**src/rtl/alu_arbiter.sv**
```systemverilog
// alu_arbiter: shares one combinational 8-bit ALU between requesters A and B.
// Build option: define ALU_ARB_FIXED_PRIO_EN for strict A priority (no round-robin pointer).
`ifndef ALUOP_PD1
`define ALUOP_PD1 4'h0
`endif
`ifndef ALUOP_PD2
`define ALUOP_PD2 4'h1
`endif
`ifndef ALUOP_ADD
`define ALUOP_ADD 4'h2
`endif
`ifndef ALUOP_ZER
`define ALUOP_ZER 4'h3
`endif

module alu_arbiter (
   input  logic       i_Clock,
   input  logic       i_Reset,
   input  logic       i_ReqA,
   input  logic [3:0] i_OpA,
   input  logic [7:0] i_Data1A,
   input  logic [7:0] i_Data2A,
   input  logic       i_ReqB,
   input  logic [3:0] i_OpB,
   input  logic [7:0] i_Data1B,
   input  logic [7:0] i_Data2B,
   output logic       o_GntA,
   output logic       o_GntB,
   output logic       o_DoneA,
   output logic       o_DoneB,
   output logic [7:0] o_Result,
   output logic       o_Z,
   output logic       o_S,
   output logic       o_C,
   output logic       o_OF,
   output logic       o_IllegalOp,
   output logic       o_Busy,
   output logic [7:0] o_ALUData1,
   output logic [7:0] o_ALUData2,
   output logic [3:0] o_ALUOp,
   input  logic [7:0] i_ALUResult,
   input  logic       i_ALUZ,
   input  logic       i_ALUS,
   input  logic       i_ALUC,
   input  logic       i_ALUOF
);

   typedef enum logic [1:0] {ST_IDLE, ST_EXEC, ST_DONE} state_t;

   state_t state, state_nxt;
   logic   owner_b;
   logic   illegal_q;
   logic   accept;
   logic   win_b;

`ifdef ALU_ARB_FIXED_PRIO_EN
   always_comb win_b = i_ReqB & ~i_ReqA;
`else
   // last_b = 1 means B was granted last, so A wins the next tie
   logic last_b;

   always_comb win_b = i_ReqB & (~i_ReqA | ~last_b);

   always_ff @(posedge i_Clock or posedge i_Reset) begin
      if (i_Reset)     last_b <= 1'b1;
      else if (accept) last_b <= win_b;
   end
`endif

   always_ff @(posedge i_Clock or posedge i_Reset) begin
      if (i_Reset) state <= ST_IDLE;
      else         state <= state_nxt;
   end

   always_comb begin
      state_nxt   = state;
      accept      = 1'b0;
      o_GntA      = 1'b0;
      o_GntB      = 1'b0;
      o_DoneA     = 1'b0;
      o_DoneB     = 1'b0;
      o_IllegalOp = 1'b0;
      o_Busy      = 1'b0;
      case (state)
         ST_IDLE: begin
            accept = i_ReqA | i_ReqB;
            if (accept) state_nxt = ST_EXEC;
         end
         ST_EXEC: begin
            state_nxt = ST_DONE;
            o_GntA    = ~owner_b;
            o_GntB    = owner_b;
            o_Busy    = 1'b1;
         end
         ST_DONE: begin
            accept      = i_ReqA | i_ReqB;
            state_nxt   = accept ? ST_EXEC : ST_IDLE;
            o_DoneA     = ~owner_b;
            o_DoneB     = owner_b;
            o_IllegalOp = illegal_q;
            o_Busy      = 1'b1;
         end
         default: state_nxt = ST_IDLE;
      endcase
   end

   always_ff @(posedge i_Clock or posedge i_Reset) begin
      if (i_Reset) begin
         owner_b    <= 1'b0;
         illegal_q  <= 1'b0;
         o_ALUData1 <= '0;
         o_ALUData2 <= '0;
         o_ALUOp    <= `ALUOP_ZER;
         o_Result   <= '0;
         o_Z        <= 1'b0;
         o_S        <= 1'b0;
         o_C        <= 1'b0;
         o_OF       <= 1'b0;
      end else begin
         if (accept) begin
            owner_b    <= win_b;
            o_ALUOp    <= win_b ? i_OpB    : i_OpA;
            o_ALUData1 <= win_b ? i_Data1B : i_Data1A;
            o_ALUData2 <= win_b ? i_Data2B : i_Data2A;
         end
         // ALU output has settled on the registered operands by the end of EXEC
         if (state == ST_EXEC) begin
            illegal_q <= 1'b0;
            case (o_ALUOp)
               `ALUOP_ADD: begin
                  o_Result <= i_ALUResult;
                  o_Z      <= i_ALUZ;
                  o_S      <= i_ALUS;
                  o_C      <= i_ALUC;
                  o_OF     <= i_ALUOF;
               end
               `ALUOP_ZER: begin
                  o_Result <= i_ALUResult;
                  o_Z      <= 1'b1;
               end
               `ALUOP_PD1, `ALUOP_PD2: o_Result <= i_ALUResult;
               default: illegal_q <= 1'b1;
            endcase
         end
      end
   end

endmodule

```
**config.mk**
```make
export PLATFORM = sky130hd
export DESIGN_NAME = alu_arbiter
export DESIGN_NICKNAME = d
export VERILOG_FILES = /design/src/rtl/alu_arbiter.sv
export SDC_FILE = /design/constraint.sdc
export NUM_CORES = 1
export LEC_CHECK = 0
export BUFFER_PORTS_ARGS = -buffer_cell sky130_fd_sc_hd__buf_2
export CORE_UTILIZATION = 25
export DETAILED_ROUTE_END_ITERATION = 7
export PLACE_DENSITY = 0.56
export SETUP_SLACK_MARGIN = 0.05
export SYNTH_ARGS = -nofsm -noshare
export SYNTH_HDL_FRONTEND = slang
export SYNTH_SLANG_ARGS = --single-unit
```
**constraint.sdc**
```tcl
create_clock -name i_Clock -period 1.6 [get_ports i_Clock]
set_input_delay 0.24 -clock i_Clock [delete_from_list [all_inputs] [get_ports i_Clock]]
set_output_delay 0.24 -clock i_Clock [all_outputs]
set_load 0.01 [all_outputs]
```
# Word-level counts from Yosys, hierarchy flattened
# Index checks and enable logic that the tools add are counted.
classes:
  eq_ne: 6
  bitwise: 6
  n_mux: 15
  reduce_logical: 9
ops:
  columns: ["operator", "n"]
  rows:
  - ["$mux W8", 2]
  - ["$mux W1", 9]
  - ["$eq A4 B2 Y1 const B", 2]
  - ["$pmux W2 S3", 1]
  - ["$reduce_and A2 Y1", 3]
  - ["$eq A4 B1 Y1 const B", 1]
  - ["$logic_not A4 Y1", 1]
  - ["$mux W4", 1]
  - ["$reduce_or A2 Y1", 2]
  - ["$reduce_or A4 Y1", 1]
  - ["$not A1 Y1", 3]
  - ["$eq A2 B1 Y1 const B", 1]
  - ["$eq A2 B2 Y1 const B", 1]
  - ["$logic_not A2 Y1", 1]
  - ["$mux W2", 1]
  - ["$ne A2 B2 Y1 const B", 1]
  - ["$or A1 B1 Y1", 2]
  - ["$pmux W1 S2", 1]
  - ["$reduce_bool A2 Y1", 1]
  - ["$and A1 B1 Y1", 1]
word_totals:
  in_bits: 56
  reg_bits: 37
  elab_cells: 48
  out_inout_bits: 38

# Depth between registers and ports, before layout
depth:
  word_depth: 4
  depth_mapped: 6
  depth_no_buf: 5

# Worst setup path before layout
# OpenSTA, ideal clock, no wires.
synth_timing:
  path_kind: "reg-to-reg"
  from: "register state[1]"
  to: "register o_C"
  arrival_time_ps: 1407
  period_less_slack_ps: 1535
  stages_incl_launch_ff: 6
  setup_ps: 127
  required_time_ps: 1473
  n_path_buf: 0
  path_slack_ps: 65
  path_cell_list: "dfrtp_1 -> inv_1 -> ha_1 -> nor3b_2 -> and3b_2 -> mux2_1"
synth_via:
  elab_chain_cells: 2
synth_lines:
  columns: ["item", "line_no", "text"]
  rows:
  - ["start: declaration", "50", "state_t state, state_nxt;"]
  - ["start signal: assignment", "72", "else state <= state_nxt;"]
  - ["$eq A2 B1 Y1", "127", "if (state == ST_EXEC) begin"]
  - ["$reduce_and A2 Y1 (no source line)", null, null]
  - ["end signal: assignment", "134", "o_C <= i_ALUC;"]
  - ["end: declaration", "34", "output logic o_C,"]
# No other way between the ends.
# A chain may end at the register's enable or synchronous reset.

# Worst setup path in the final report
layout_timing:
  from: "register state[1]"
  to: "output o_Busy"
layout_via:
  elab_chain_cells: 3
  elab_cells_between_ends: 4
  classes_between: "eq/ne: 2; mux: 1; reduce/logical: 1"
layout_lines:
  columns: ["item", "line_no", "text"]
  rows:
  - ["$eq A2 B1 Y1 / $eq A2 B2 Y1 (equally long branches)", "84", "case (state)"]
  - ["$reduce_or A2 Y1 (no source line) *", null, null]
  - ["$mux W1 *", "84", null]
  - ["end: declaration", "37", "output logic o_Busy,"]
# Mark *: on every way between the ends. The rest lies on a longest branch, timed or not.

==> metrics <==
Antenna Cells=0; crit share post-route=between 90% and 100%; synthesized instance count=172; Bufs and invs on worst path=3; Wirelength per Cell=between 10 and 15 µm; Post-synth EDFFs=0; DP Cell Count=about 340; unique cell type count in the Yosys netlist=24; Post-Syn Nets=between 200 and 250; vias in the first global route=around 1.5k; Worst-Margin Slew=roughly 0.59 ns; leakage power=1.27 nW; prevailing post-synth register cell=dfrtp_1; reg2reg setup slack=about 0.11 ns; worst r2r dst=o_OF$_DFFE_PP0P_; Critical Path AT=roughly 1.3 ns; I/O pin cnt=94; gr usage total=12.9%; achievable frequency=0.651 GHz; router iterations before antenna repair=6; CP max FO=2; starting density of the core=a little over a quarter; H-tree levels=2; synthesis-stage register bit count=37; synthesized cell area=0.00171 mm²; row count=29; VDD IR max=slightly below 700 µV; Die Ht=about 85 µm; Hold Path End=o_ALUOp[1]$_DFFE_PP1P_; Nets=between 300 and 400; required time of the worst setup path=approximately 1.4 ns; clk_skew=0.00608 ns; min Tclk post-route=between 1.5 and 2 ns; status=completed; Detail Route Antenna Nets=0; RR Startpoint=state[1]$_DFFE_PP0P_; PwrDens=roughly 1900 mW/mm²; setup TNS=0 ns; Area growth syn-to-layout=51.1%; non-filler instance count after layout=approximately 350; leading cell types by count after synthesis=42 x nand2_1, 34 x dfrtp_1, 24 x nor2_1; maxcap violations=0; Clk Latency, worst-skew pair=~0.29 ns; final setup vio count=0; hold path cells=3; DRC viols=0; first-pass GRT wire length=~7000 µm; RSZ-0062 raised after global routing=true; Max stage delay on crit path=roughly 0.38 ns; Longest Clk Path Bufs=2; Min-Delay Startpoint=i_OpA[1]; share of flip-flops with an asynchronous set or reset=between 90% and 100%; grt ovf=0; Core ar.=roughly 0.0065 mm²; clk slew on worst S/H paths=roughly 0.08 ns; antenna violations before repair=0; share of the synthesized area in the top cell type=roughly half; Syn Area/Cell=a little under 10 µm²; total CTS buffers=5; post-route cell area=0.00258 mm²; largest cells by area after synthesis=dfrtp_1 50%, nand2_1 9.2%, a31oi_1 8.1%, mux2_2 5.9%, nor2_1 5.3%; width of the die=between 80 and 90 µm; clock sink count=37; worst hold path type=in2reg; hold_ws=~0.16 ns; DRT Wirelength=between 4000 and 5000 µm; CP Class=reg2out; CTS Root Cell=clkbuf_8; highest-delay cell along the critical path=dfrtp_1; Startpoint Class=flop; relative slew slack=between 60% and 70%; Port Buffer Count=93; vias per inst=about 4.4; Area after DPL=around 0.0023 mm²; dpl hpwl=between 3000 and 4000 µm; worst path cell trace=inv_2 -> buf_4 -> ha_2 -> buf_6; max-slew violation count=0; via count=roughly 1.6k; Yosys warnings=0; Die ar.=just over 0.007 mm²; post-synthesis sequential area ratio=between 50% and 60%; Placer Congestion=between 0.7 and 0.8; CP Capture Type=output port; R2R cell count=5; share of cells above drive strength 1=around half; CP delay by family, top=flip-flops; initial DRC count=75; most frequent cell after synthesis=nand2_1; largest net degree at the start of global routing=23; TritonCTS clock tree=done; Hold Vio Cnt, Final=0; leading area contributor after synthesis=dfrtp_1
==> repair_timing <==
item,in CTS,in global routing
resized for setup,3,22
setup buffers,2,2
endpoints found under the setup margin,5,24
hold endpoints to repair,15,0
pin swaps,1,5
hold buffers,1,0
==> layout make-up <==
type / count / area [µm²]
fillers: 674 / 3880
flip-flops and latches: 37 / 931
multi-input cells: 122 / 776
repair buffers: 106 / 642
well taps: 77 / 96.3
clock buffers: 6 / 82.6
clock inverters: 2 / 37.5
inverters: 4 / 15.0
==> layer usage <==
metal | track usage (%) | vias to the layer above | part of all wire [%]
li1 | - | 781 | -
met1 | 16.7 | 736 | 47
met2 | 20.7 | 48 | 47
met3 | 3.83 | 7 | 5.4
met4 | 4.62 | 0 | 1.1
met5 | 0 | - | 0
==> cells in the final DEF, fill, tap and decap left out, types with 6 or more instances in the layout <==
cell / synthesis / routed
a31oi_1: 22 / 22
buf_2: 8 / 88
buf_4: 1 / 7
buf_6: 0 / 7
clkbuf_8: 0 / 6
dfrtp_1: 34 / 33
mux2_2: 9 / 9
nand2_1: 42 / 42
nor2_1: 24 / 24
==> registers in the layout, indices dropped and copies added (netlist names) <==
register    flops
illegal_q       1
o_ALUData1      8
o_S             1
o_Z             1
o_OF            1
o_ALUData2      8
o_ALUOp         4
last_b          1
state           2
o_C             1
o_Result        8
owner_b         1
==> cells by family (layout without fill, tap and decap cells) <==
kind of cell,count (synthesis),after routing,share of synthesized area (%)
DFF,37,37,54.4
and+or+nand+nor,74,74,18.0
AOI/OAI and AO/OA,31,31,12.3
buffers and inverters,13,118,3.66
adders and majority gates,5,5,3.66
muxes,12,12,7.91
==> worst max path at each step <==
stage | from | endpoint | slack, ns | cells after the start
6_report | state[1]$_DFFE_PP0P_ | o_Busy | 0.06 | 4
2_1_floorplan | state[1]$_DFFE_PP0P_ | o_C$_DFFE_PP0P_ | 0.07 | 5
3_5_place_dp | state[0]$_DFFE_PP0P_ | o_ALUData1[4]$_DFFE_PP0P_ | 0.08 | 6
3_3_place_gp | state[0]$_DFFE_PP0P_ | o_ALUData1[6]$_DFFE_PP0P_ | 0.14 | 6
4_1_cts | state[0]$_DFFE_PP0P_ | o_GntB | 0.05 | 4
5_1_grt | state[1]$_DFFE_PP0P_ | o_Busy | 0.004 | 4
==> worst min-delay path: stages <==
cell,delay [ns]
buf_2,0.10
nand2_1,0.05
a31oi_1,0.07
==> power breakdown <==
part           leakage [nW]  switching (mW)  internal, mW  total (mW)
sequential            0.425           0.306          1.44        1.74
combinational         0.789            1.16          1.24        2.39
clock                0.0574           0.340         0.507       0.846
total                  1.27            1.80          3.18        4.98
==> stage by stage <==
step	setup slack (ns)	total power [mW]	util, %
5_1_grt	0.00397	5.40	39.9
3_5_place_dp	0.0815	3.85	35.9
4_1_cts	0.0472	4.77	38.2
3_3_place_gp	0.145	3.82	35.9
6_report	0.0635	4.98	39.9
2_1_floorplan	0.0654	2.93	-
(Power assumes the default switching activity.)
